`src/rtl/kbd_scancode_ctrl_pkg.sv`:
```
// Shared definitions for the PS/2 scan-code controller and its helpers.
//   SC_EXT    : set-2 extended-key prefix byte
//   SC_BREAK  : set-2 break (key released) prefix byte
//   state_e   : byte-handshake FSM states (IDLE -> POP -> WAIT -> IDLE)
package kbd_scancode_ctrl_pkg;

    localparam logic [7:0] SC_EXT   = 8'hE0;
    localparam logic [7:0] SC_BREAK = 8'hF0;

    typedef enum logic [1:0] {
        ST_IDLE = 2'd0,
        ST_POP  = 2'd1,
        ST_WAIT = 2'd2
    } state_e;

endpackage

```
`src/rtl/kbd_scancode_ctrl_ascii.sv`:
```
// scancode_ascii: combinational set-2 scan code to ASCII lookup.
//   code_i  [7:0] : set-2 make code
//   ext_i         : code was E0-prefixed (extended keys never map)
//   ascii_o [7:0] : lowercase letters, digits, space, CR, BS; 8'h00 otherwise
module scancode_ascii (
    input  logic [7:0] code_i,
    input  logic       ext_i,
    output logic [7:0] ascii_o
);

    always_comb begin
        ascii_o = 8'h00;
        if (!ext_i) begin
            case (code_i)
                8'h1C: ascii_o = 8'h61; // a
                8'h32: ascii_o = 8'h62; // b
                8'h21: ascii_o = 8'h63; // c
                8'h23: ascii_o = 8'h64; // d
                8'h24: ascii_o = 8'h65; // e
                8'h2B: ascii_o = 8'h66; // f
                8'h34: ascii_o = 8'h67; // g
                8'h33: ascii_o = 8'h68; // h
                8'h43: ascii_o = 8'h69; // i
                8'h3B: ascii_o = 8'h6A; // j
                8'h42: ascii_o = 8'h6B; // k
                8'h4B: ascii_o = 8'h6C; // l
                8'h3A: ascii_o = 8'h6D; // m
                8'h31: ascii_o = 8'h6E; // n
                8'h44: ascii_o = 8'h6F; // o
                8'h4D: ascii_o = 8'h70; // p
                8'h15: ascii_o = 8'h71; // q
                8'h2D: ascii_o = 8'h72; // r
                8'h1B: ascii_o = 8'h73; // s
                8'h2C: ascii_o = 8'h74; // t
                8'h3C: ascii_o = 8'h75; // u
                8'h2A: ascii_o = 8'h76; // v
                8'h1D: ascii_o = 8'h77; // w
                8'h22: ascii_o = 8'h78; // x
                8'h35: ascii_o = 8'h79; // y
                8'h1A: ascii_o = 8'h7A; // z
                8'h45: ascii_o = 8'h30; // 0
                8'h16: ascii_o = 8'h31; // 1
                8'h1E: ascii_o = 8'h32; // 2
                8'h26: ascii_o = 8'h33; // 3
                8'h25: ascii_o = 8'h34; // 4
                8'h2E: ascii_o = 8'h35; // 5
                8'h36: ascii_o = 8'h36; // 6
                8'h3D: ascii_o = 8'h37; // 7
                8'h3E: ascii_o = 8'h38; // 8
                8'h46: ascii_o = 8'h39; // 9
                8'h29: ascii_o = 8'h20; // space
                8'h5A: ascii_o = 8'h0D; // enter
                8'h66: ascii_o = 8'h08; // backspace
                default: ascii_o = 8'h00;
            endcase
        end
    end

endmodule

```
`src/rtl/kbd_scancode_ctrl.sv`:
```
// kbd_scancode_ctrl: pops PS/2 set-2 bytes from the keyboard FIFO and turns
// them into held-key state, press/release pulses and a press counter.
//   clk_i, rst_i        : clock, synchronous active-high reset
//   kb_data_i/ready_i   : FIFO head byte and non-empty flag
//   kb_overflow_i       : FIFO overflow flag
//   kb_nextdata_n_o     : active-low one-cycle pop strobe
//   key_valid/code/ext/ascii_o : held (or last) key and its ASCII
//   key_press/release_o : one-cycle event pulses
//   press_count_o       : new make events since reset (wraps)
//   err_overflow_o      : sticky overflow flag
module kbd_scancode_ctrl
    import kbd_scancode_ctrl_pkg::*;
#(
    parameter int COUNT_W = 8
) (
    input  logic               clk_i,
    input  logic               rst_i,
    input  logic [7:0]         kb_data_i,
    input  logic               kb_ready_i,
    input  logic               kb_overflow_i,
    output logic               kb_nextdata_n_o,
    output logic               key_valid_o,
    output logic [7:0]         key_code_o,
    output logic               key_ext_o,
    output logic [7:0]         key_ascii_o,
    output logic               key_press_o,
    output logic               key_release_o,
    output logic [COUNT_W-1:0] press_count_o,
    output logic               err_overflow_o
);

    state_e             state_q, state_d;
    logic [7:0]         byte_q, byte_d;
    logic               nd_q, nd_d;
    logic               valid_q, valid_d;
    logic [7:0]         code_q, code_d;
    logic               ext_q, ext_d;
    logic [7:0]         ascii_q, ascii_d;
    logic               press_q, press_d;
    logic               release_q, release_d;
    logic [COUNT_W-1:0] count_q, count_d;
    logic               err_q, err_d;
    logic               ext_pend_q, ext_pend_d;
    logic               brk_pend_q, brk_pend_d;
    logic               same_key;

    // Same physical key as the one currently held (code and extension both match).
    assign same_key = valid_q && (byte_q == code_q) && (ext_pend_q == ext_q);

    always_comb begin
        state_d    = state_q;
        byte_d     = byte_q;
        nd_d       = nd_q;
        valid_d    = valid_q;
        code_d     = code_q;
        ext_d      = ext_q;
        count_d    = count_q;
        err_d      = err_q;
        ext_pend_d = ext_pend_q;
        brk_pend_d = brk_pend_q;
        press_d    = 1'b0;
        release_d  = 1'b0;

        case (state_q)
            ST_IDLE: begin
                if (kb_ready_i) begin
                    byte_d  = kb_data_i;
                    nd_d    = 1'b0;
                    state_d = ST_POP;
                end
            end
            ST_POP: begin
                nd_d    = 1'b1;
                state_d = ST_WAIT;
                if (byte_q == SC_EXT) begin
                    ext_pend_d = 1'b1;
                end else if (byte_q == SC_BREAK) begin
                    brk_pend_d = 1'b1;
                end else begin
                    if (brk_pend_q) begin
                        // Breaks for any key other than the held one are dropped.
                        if (same_key) begin
                            valid_d   = 1'b0;
                            release_d = 1'b1;
                        end
                    end else if (!same_key) begin
                        // Repeats of the held key are typematic and ignored.
                        code_d  = byte_q;
                        ext_d   = ext_pend_q;
                        valid_d = 1'b1;
                        press_d = 1'b1;
                        count_d = count_q + COUNT_W'(1);
                    end
                    ext_pend_d = 1'b0;
                    brk_pend_d = 1'b0;
                end
            end
            ST_WAIT: begin
                // Give the FIFO a cycle to update its ready flag after the pop.
                state_d = ST_IDLE;
            end
            default: begin
                state_d = ST_IDLE;
                nd_d    = 1'b1;
            end
        endcase

        // After an overflow the prefix context can no longer be trusted.
        if (kb_overflow_i) begin
            err_d      = 1'b1;
            ext_pend_d = 1'b0;
            brk_pend_d = 1'b0;
        end
    end

    // ASCII is looked up from the next key so it changes on the same edge as key_code.
    scancode_ascii u_ascii (
        .code_i  (code_d),
        .ext_i   (ext_d),
        .ascii_o (ascii_d)
    );

    always_ff @(posedge clk_i) begin
        if (rst_i) begin
            state_q    <= ST_IDLE;
            nd_q       <= 1'b1;
            valid_q    <= 1'b0;
            code_q     <= 8'h00;
            ext_q      <= 1'b0;
            ascii_q    <= 8'h00;
            press_q    <= 1'b0;
            release_q  <= 1'b0;
            count_q    <= '0;
            err_q      <= 1'b0;
            ext_pend_q <= 1'b0;
            brk_pend_q <= 1'b0;
        end else begin
            state_q    <= state_d;
            nd_q       <= nd_d;
            valid_q    <= valid_d;
            code_q     <= code_d;
            ext_q      <= ext_d;
            ascii_q    <= ascii_d;
            press_q    <= press_d;
            release_q  <= release_d;
            count_q    <= count_d;
            err_q      <= err_d;
            ext_pend_q <= ext_pend_d;
            brk_pend_q <= brk_pend_d;
        end
        byte_q <= byte_d;
    end

    assign kb_nextdata_n_o = nd_q;
    assign key_valid_o     = valid_q;
    assign key_code_o      = code_q;
    assign key_ext_o       = ext_q;
    assign key_ascii_o     = ascii_q;
    assign key_press_o     = press_q;
    assign key_release_o   = release_q;
    assign press_count_o   = count_q;
    assign err_overflow_o  = err_q;

endmodule
```
`config.mk`:
```
export PLATFORM = sky130hd
export DESIGN_NAME = kbd_scancode_ctrl
export DESIGN_NICKNAME = d
export VERILOG_FILES = /design/src/rtl/kbd_scancode_ctrl_pkg.sv /design/src/rtl/kbd_scancode_ctrl_ascii.sv /design/src/rtl/kbd_scancode_ctrl.sv
export SDC_FILE = /design/constraint.sdc
export NUM_CORES = 1
export LEC_CHECK = 0
export ABC_CLOCK_PERIOD_IN_PS = 3300
export BUFFER_PORTS_ARGS = -buffer_cell sky130_fd_sc_hd__buf_2
export CORE_ASPECT_RATIO = 0.6
export CORE_MARGIN = 1.5
export CORE_UTILIZATION = 50
export DETAILED_ROUTE_END_ITERATION = 7
export HOLD_SLACK_MARGIN = 0.03
export PLACE_DENSITY = 0.8
export SLEW_MARGIN = 10
export SYNTH_ARGS = -nofsm -noshare
export SYNTH_HDL_FRONTEND = slang
export SYNTH_SLANG_ARGS = --single-unit
```
`constraint.sdc`:
```
create_clock -name clk_i -period 3.3 [get_ports clk_i]
set_input_delay 0.33 -clock clk_i [delete_from_list [all_inputs] [get_ports clk_i]]
set_output_delay 0.33 -clock clk_i [all_outputs]
set_load 0.01 [all_outputs]
```
# Word-level counts from Yosys, hierarchy flattened
# Memories as Yosys holds them, arrays and structs flattened. A register that Yosys moved wholly into a read port is not among the register bits.
# Cells that the tools add are included.
# totals
inputBits	12
latchBits	0
regBits	42
mem_bits_rw	0
romBits	896
elab_cells	66
mem_count	1
out_inout_bits	30
# memory_table
name	depth	width	rd	rd_ports_with_merged_regs	wr	line_no	text
(no name shown)	128	7	1	1	0	kbd_scancode_ctrl_ascii.sv:14	case (code_i)
# op_classes
reduce_logical	13
eq_ne	10
shifts	0
mux	22
div	0
n_addsub	1
n_lt_le_gt_ge	0
bitwise_logic	6
multipliers	0
# ops
operator	n
$mux W8	5
$eq A8 B8 Y1 const B	2
$mux W1	14
$reduce_and A5 Y1	2
$reduce_or A5 Y1	2
$add A8 B1 Y8 const B	1
$eq A8 B8 Y1	1
$reduce_and A2 Y1	4
$ne A2 B2 Y1 const B	3
$not A1 Y1	6
$pmux W2 S2	1
$reduce_or A3 Y1	1
$eq A2 B1 Y1 const B	1
$eq A2 B2 Y1 const B	1
$logic_and A1 B1 Y1	2
$logic_not A2 Y1	1
$mux W2	1
$ne A2 B1 Y1 const B	1
$pmux W1 S2	1
$reduce_or A2 Y1	1
$eq A1 B1 Y1	1

# Longest topological paths before layout
# Gate-level depths: netlist of the first run.
# logic_depth
depth_word	9
ltp_mapped	14
mapped_depth_nobuf	10

# Hierarchy
# A second synthesis of the first run with hierarchy kept.
# hier_totals
hier_cells	266
hier_area_um2	2464.9
# modules_own_cells
module	seq_area_each_um2	cells_each	area_per_inst_um2	n_inst
kbd_scancode_ctrl	920.9	142	1654.1	1
scancode_ascii	0.0	124	810.8	1

# Least setup slack after synthesis of the first run
# No wires, ideal clock.
# synth_path
kind	register -> register
from	reg byte_q[3]
to	reg ascii_q[1] (netlist: key_ascii_o[1])
path_stages_with_launch	14
n_path_buf	3
setup_time_ns	0.060
required_time_ns	3.240
slack_ns	0.507
arrival_ns	2.732
synth_period_minus_slack_ns	2.793
path_cell_list	edfxtp_1 buf_6 nor3b_1 a211o_1 buf_6 mux2_4 inv_2 ha_1 clkbuf_1 nor2_1 nor3_1 nor2_1 o32ai_1 a32o_1
# synth_via
elab_cells_between_ends	16
classes_between	eq/ne (3); mux (10); reduce/logical (3)
# synth_lines
element	line_no	text
start, declared	kbd_scancode_ctrl.sv:33	logic [7:0] byte_q, byte_d;
start signal, assigned	kbd_scancode_ctrl.sv:151	byte_q <= byte_d;
$eq A8 B8 Y1	kbd_scancode_ctrl.sv:48	assign same_key = valid_q && (byte_q == code_q) && (ext_pend_q == ext_q);
$logic_and A1 B1 Y1 (2 in series)	kbd_scancode_ctrl.sv:48	
$mux W8	kbd_scancode_ctrl.sv:86	end else if (!same_key) begin
$mux W8	kbd_scancode_ctrl.sv:80	if (brk_pend_q) begin
$mux W8	kbd_scancode_ctrl.sv:77	end else if (byte_q == SC_BREAK) begin
$mux W8 (*)	kbd_scancode_ctrl.sv:75	if (byte_q == SC_EXT) begin
$mux W8 (*)	kbd_scancode_ctrl.sv:64	case (state_q)
via code_d[1]	kbd_scancode_ctrl.sv:36	logic [7:0] code_q, code_d;
end, declared	kbd_scancode_ctrl.sv:38	logic [7:0] ascii_q, ascii_d;
# The timed path passes the listed nets; every way through them passes the cells marked *.
# A chain may end at the register's enable or synchronous reset.

# Worst setup path in the final report of the first run
# layout_path
from	reg byte_q[0]
to	reg ascii_q[1] (netlist: key_ascii_o[1])
# The elaborated chain is that of the path after synthesis.

==> flow_metrics.py, run 1 <==
metrics = {
    "grt": {
        "overflow": 0,
        "grt_pass1_vias": 2305,
        "grt_usage_pct": 27.0,
        "grt_max_degree": 27,
        "grt_pass1_wl_mm": 12.2,
        "antenna_found_initial": 0,
    },
    "floorplanning": {
        "initial_core_util_pct": 52.9,
        "die_x_um": 98.1,
        "placementRows": 20,
        "dieHeight_um": 60.1,
        "core_mm2": 0.00513,
        "io_pins": 42,
        "die_area_mm2": 0.00589,
    },
    "logic_synthesis": {
        "synthesis.yosys.warnings": 0,
        "synth-main-ff-cell": "dfxtp_1",
        "ys_seq_area_share_pct": 33.2,
        "ys_types": 65,
        "async_flop_share_pct": 0,
        "synthCells": 303,
        "synth_nets": 325,
        "synth_edf_count": 8,
        "netlist_area_mm2": 0.00271,
        "synth.avg_cell_area_um2": 8.95,
        "synth-seq-cells": 41,
    },
    "power_and_ir_drop": {
        "p_sw_mw": 0.411,
        "power.leakage_nw": 1.24,
        "total_power_mw": 1.26,
        "clkPwrFrac_pct": 30.7,
        "p_sw_share_pct": 32.5,
        "powerDensity_mw_per_mm2": 416,
        "p_int_mw": 0.852,
        "p_seq_share_pct": 44.3,
        "comb_power_share_pct": 25.0,
        "ir_worst_vdd_uv": 230,
    },
    "clock_network": {
        "postCtsHoldBufs": 0,
        "cts_buffers": 5,
        "cts.sinks": 41,
        "clk_pin_slew_ns": 0.09,
        "htree_levels": 2,
        "post_cts_buffers": 0,
        "root_buffer": "clkbuf_8",
        "clock_latency_ns": 0.30,
        "clk_path_buf_depth": 2,
        "post_cts_resized": 0,
        "cts_tree": "yes",
    },
    "timing": {
        "worst_pin_slew_ns": 0.602,
        "finalHoldViolCount": 0,
        "finalClockSkew_ns": 0.0110,
        "final.setup.tns_ns": 0,
        "setup-violations-final": 0,
        "worst_hold_slack_ns": 0.204,
        "max-slew-margin-rel_pct": 59.6,
        "max_freq_mhz": 324,
        "rsz0062_at_grt": "false",
        "slew_viol_final": 0,
        "min_period_ns": 3.08,
        "fin_crit_sh_pct": 93.5,
    },
    "routing": {
        "drt_first_pass_iters": 6,
        "wl_per_cell_um": 18.2,
        "viasPerCell": 6.15,
        "totalWireLength_mm": 7.47,
        "vias": 2520,
        "final_antenna_net_count": 0,
        "drtIter0Drc": 408,
        "drcViolationCount": 0,
    },
    "setup_path": {
        "arrival_ns": 3.34,
        "crit_path_cell_trace": "nor3b_1 > a211o_1 > mux2_4 > inv_2 > ha_1 > nor2_1 > nor3_1 > nor2_1 > o32ai_1 > a32o_1",
        "crit_buf_inv": 1,
        "endpoint_kind": "flop",
        "crit_family": "compound AO/OA/AOI/OAI gates",
        "path_max_fanout": 12,
        "start_kind": "flop",
        "cp_data_required_time_ns": 3.55,
        "worst_path_largest_cell_delay_ns": 0.47,
        "crit_top_cell": "nor2_1",
        "path_class": "reg2reg",
        "cp_slowest_cell": "edfxtp_1",
    },
    "cells_and_area": {
        "antenna-diode-count": 0,
        "final_area_mm2": 0.00304,
        "synthToLayoutAreaGrowth_pct": 12.0,
        "nets": 365,
        "drive_above_1_share_pct": 24.4,
    },
    "place": {
        "placed_cell_area_mm2": 0.00293,
        "dp_hpwl_mm": 5.54,
        "io_buffer_count": 40,
        "routabilityCongestion": 0.997,
    },
    "status": {
        "status": "completed",
    },
    "flow_run": {
        "max-cap-violations": 0,
    },
    "worst_hold_path": {
        "hp-class": "in2reg",
    },
}
layer usage:
metal | wire (um) | share of wire (%) | track usage [%] | vias up
met2 | 2790 | 37 | 35.9 | 174
li1 | - | - | - | 1180
met5 | 0 | 0 | 0 | -
met4 | 105 | 1.4 | 7.55 | 0
met1 | 3540 | 47 | 40.2 | 1148
met3 | 1030 | 14 | 9.82 | 18
metrics by stage:
step / setup slack (ns) / util (%) / std cells
global route: 0.0168 / 59.2 / 410
detailed placement: 0.313 / 57.1 / 402
floorplan: 0.507 / - / 303
global placement: 0.405 / 57.1 / 402
finish: 0.215 / 59.2 / 410
CTS: 0.287 / 59.2 / 410
cells by family after synthesis:
kind of cell               Yosys count  share of synthesized area [%]
other                                1                          0.138
and+or+nand+nor                    123                           22.8
adders and majority gates           10                           4.61
AOI/OAI and AO/OA                   74                           21.0
xor gates and xnor gates            15                           4.84
muxes                               15                           6.83
buffers and inverters               24                           6.50
DFF                                 41                           33.2
sequential cells by signal, summed over array words and instances, names as in the netlist:
signal,flops
byte_q,8
key_code_o,8
press_count_o,8
key_ascii_o,7
state_q,2
brk_pend_q,1
err_overflow_o,1
ext_pend_q,1
kb_nextdata_n_o,1
key_ext_o,1
key_press_o,1
key_release_o,1
key_valid_o,1
synth_stat cells (4+ instances only):
cell,instances,share of area (%)
nor2_1,37,5.1
o21ai_0,13,2.4
o22ai_1,5,1.2
nor3_1,10,1.8
nand4_1,6,1.4
a21oi_1,11,2.0
nand3_1,5,0.92
nand2_1,35,4.8
dfxtp_1,33,24
mux2i_1,9,3.3
buf_6,7,2.9
clkbuf_1,7,0.97
xnor2_1,10,3.2
edfxtp_1,8,8.9
ha_1,10,4.6
xor2_1,5,1.6
or3_1,5,1.2
nor2b_1,4,0.92
o21ai_1,5,0.92
a31oi_1,5,1.2
area by class of cell:
type / instances / area (um2)
fillers: 453 / 2090
multi-input cells: 238 / 1640
flip-flops and latches: 41 / 901
repair buffers: 52 / 290
clock buffers: 6 / 93.8
well taps: 66 / 82.6
inverters: 5 / 18.8
clock inverters: 2 / 16.3
worst paths after layout:
check            startpoint             end  slack (ns)  cells past startpoint
max               byte_q[0]  key_ascii_o[1]        0.22                     10
max reg2reg       byte_q[0]  key_ascii_o[1]        0.22                     10
min reg2reg  err_overflow_o  err_overflow_o        0.47                      2
min            kb_data_i[4]       byte_q[4]        0.20                      1
placed cells by master (no fill, tap or decap), drive strengths merged, types with 5 or more instances in the layout:
cell,netlist,final
buf,12,52
nor2,37,37
nand2,36,36
dfxtp,33,33
o21ai,19,19
mux2i,12,12
a21oi,11,11
nor3,11,11
xnor2,10,10
ha,10,10
edfxtp,8,8
nand4,6,6
nand3,6,6
clkbuf,7,6
or3,5,5
a31oi,5,5
o22ai,5,5
xor2,5,5
inv,5,5
power groups by stage:
stage,Sequential (mW),Clock (mW),Combinational [mW]
finish,0.560,0.388,0.315
global route,0.563,0.414,0.339
CTS,0.559,0.390,0.304
detailed placement,0.571,0,0.302
global placement,0.569,0,0.305
floorplan,0.571,0,0.227
(Power assumes the default switching activity.)
==> run 2, diff against run 1 <==
Settings changed: ABC_CLOCK_PERIOD_IN_PS 3300 to 2900.
Clock period 3.3 ns to 2.9 ns, I/O delays scaled along.
==> run 2 against run 1 <==
Compared with the run above:
- worst setup slack lost 0.078 ns
- flip-flop and latch count is the same
- design area grew 2.9%
- first-iteration DRC count shrank 35%
- critical path depth is the same
- die area is the same
- clock skew grew 0.0014 ns
- largest power group unchanged
- total power grew 18%
- fmax grew 12%
- sequential power grew 13%
- combinational power grew 21%
- routed wire length grew 3.1%
==> flow_metrics.py, run 2 (synthesis gave the netlist of run 1 again) <==
metrics = {
    "timing": {
        "setup-violations-final": 0,
        "final.setup.tns_ns": 0,
        "finalHoldViolCount": 0,
        "fin_crit_sh_pct": 95.3,
        "worst_hold_slack_ns": 0.162,
        "max-slew-margin-rel_pct": 61.5,
        "max_freq_mhz": 362,
        "finalClockSkew_ns": 0.0125,
        "worst_pin_slew_ns": 0.576,
        "setup_slack_ns": 0.137,
        "min_period_ns": 2.76,
        "slew_viol_final": 0,
    },
    "clock_network": {
        "root_buffer": "clkbuf_8",
        "postCtsHoldBufs": 0,
        "clk_path_buf_depth": 2,
        "cts_tree": "yes",
        "clock_latency_ns": 0.30,
        "cts_buffers": 5,
        "clk_pin_slew_ns": 0.09,
        "htree_levels": 2,
        "cts.sinks": 41,
    },
    "floorplanning": {
        "die_x_um": 98.1,
        "die_area_mm2": 0.00589,
        "dieHeight_um": 60.1,
        "core_mm2": 0.00513,
        "io_pins": 42,
        "placementRows": 20,
        "initial_core_util_pct": 52.9,
    },
    "cells_and_area": {
        "layout_commonest_cell": "buf_2",
        "seq_area_um2": 901,
        "fillers": 451,
        "final_core_utilization_pct": 61.0,
        "multi_input_area_mm2": 0.00166,
        "drive_above_1_share_pct": 27.2,
        "final_cell_mix": "40 x buf_2, 37 x nor2_1, 35 x nand2_1",
        "synthToLayoutAreaGrowth_pct": 15.3,
        "antenna-diode-count": 0,
        "nets": 374,
    },
    "setup_path": {
        "arrival_ns": 3.01,
        "crit_top_cell": "nor2_1",
        "start_kind": "flop",
        "cp_data_required_time_ns": 3.15,
        "path_class": "reg2reg",
        "crit_path_cell_trace": "nor4bb_4 > a211o_4 > mux2_4 > inv_2 > ha_2 > nor2_1 > nor3_1 > nor2_1 > o32ai_1 > a32o_1",
        "path_max_fanout": 12,
        "worst_path_largest_cell_delay_ns": 0.48,
        "cp_slowest_cell": "edfxtp_1",
        "endpoint_kind": "flop",
    },
    "routing": {
        "wl_per_cell_um": 18.4,
        "met3WireLength_um": 944,
        "drtIter0Drc": 265,
        "top_layer": "met4",
        "met1_length_mm": 3.74,
        "totalWireLength_mm": 7.70,
        "wl_met2_mm": 2.95,
        "vias": 2589,
        "drt_first_pass_iters": 5,
        "drcViolationCount": 0,
        "viasPerCell": 6.18,
        "final_antenna_net_count": 0,
    },
    "place": {
        "io_buffer_count": 40,
        "routabilityCongestion": 0.960,
        "pre_cts_ws_ns": -0.0132,
        "dp_hpwl_mm": 5.65,
    },
    "power_and_ir_drop": {
        "ir_worst_vdd_uv": 274,
        "power.leakage_nw": 1.29,
        "total_power_mw": 1.49,
        "powerDensity_mw_per_mm2": 478,
        "p_seq_share_pct": 42.4,
        "clkPwrFrac_pct": 32.2,
        "comb_power_share_pct": 25.5,
        "p_int_mw": 1.02,
        "p_sw_mw": 0.477,
        "p_sw_share_pct": 32.0,
    },
    "grt": {
        "antenna_found_initial": 0,
        "grt_pass1_vias": 2398,
        "overflow": 0,
        "grt_pass1_wl_mm": 12.6,
        "grt_usage_pct": 27.7,
        "grt_max_degree": 27,
    },
    "worst_hold_path": {
        "hp-class": "in2reg",
    },
    "flow_run": {
        "max-cap-violations": 0,
    },
    "status": {
        "status": "completed",
    },
}
==> run 2: cell type report <==
type	count	share of cell area, %
clock buffers	6	2.32
clock inverters	2	1.24
inverters	5	0.600
multi-input cells	238	52.9
flip-flops and latches	41	28.8
well taps	66	2.64
repair buffers	61	11.4
==> run 2: worst paths after layout <==
path | start | to | slack, ns | depth (start not counted)
worst max register to register | byte_q[1] | key_ascii_o[1] | 0.14 | 10
worst max-delay path | byte_q[1] | key_ascii_o[1] | 0.14 | 10
worst min register to register | err_overflow_o | err_overflow_o | 0.48 | 2
worst min-delay path | kb_data_i[4] | byte_q[4] | 0.16 | 1
==> run 2: routing by layer <==
layer  up-vias  global-route usage, %
met2       162                   37.8
met3        14                   10.6
li1       1201                      -
met4         0                   5.51
met1      1212                   40.8
met5         -                      0
==> run 2: metrics by stage <==
step	instance area, um2	cells
after floorplan	2710	303
after detailed placement	2990	410
final	3130	419
after CTS	3100	418
after global routing	3130	419
after global placement	2990	410
==> run 2: timing repair <==
action / CTS / global route
gates resized for setup: 1 / 4
setup endpoints to repair: 2 / 7
setup buffers: 0 / 1
pin swaps: 0 / 1
==> run 2: power groups by stage <==
stage	Clock, mW	Sequential, mW	Combinational [mW]
final	0.480	0.632	0.380
after global routing	0.511	0.636	0.406
after CTS	0.478	0.631	0.365
after detailed placement	0	0.645	0.361
after global placement	0	0.644	0.363
after floorplan	0	0.649	0.258
==> run 2: worst max-delay path, delay by kind of cell, from the launching register on <==
kind | cells | cell delay [ns]
flip-flops | 1 | 0.48
adder cells (fa/ha/maj) | 1 | 0.29
multiplexers | 1 | 0.40
AND/OR/NAND/NOR | 4 | 0.64
AO/OA/AOI/OAI | 3 | 0.70
buffers and inverters | 1 | 0.19
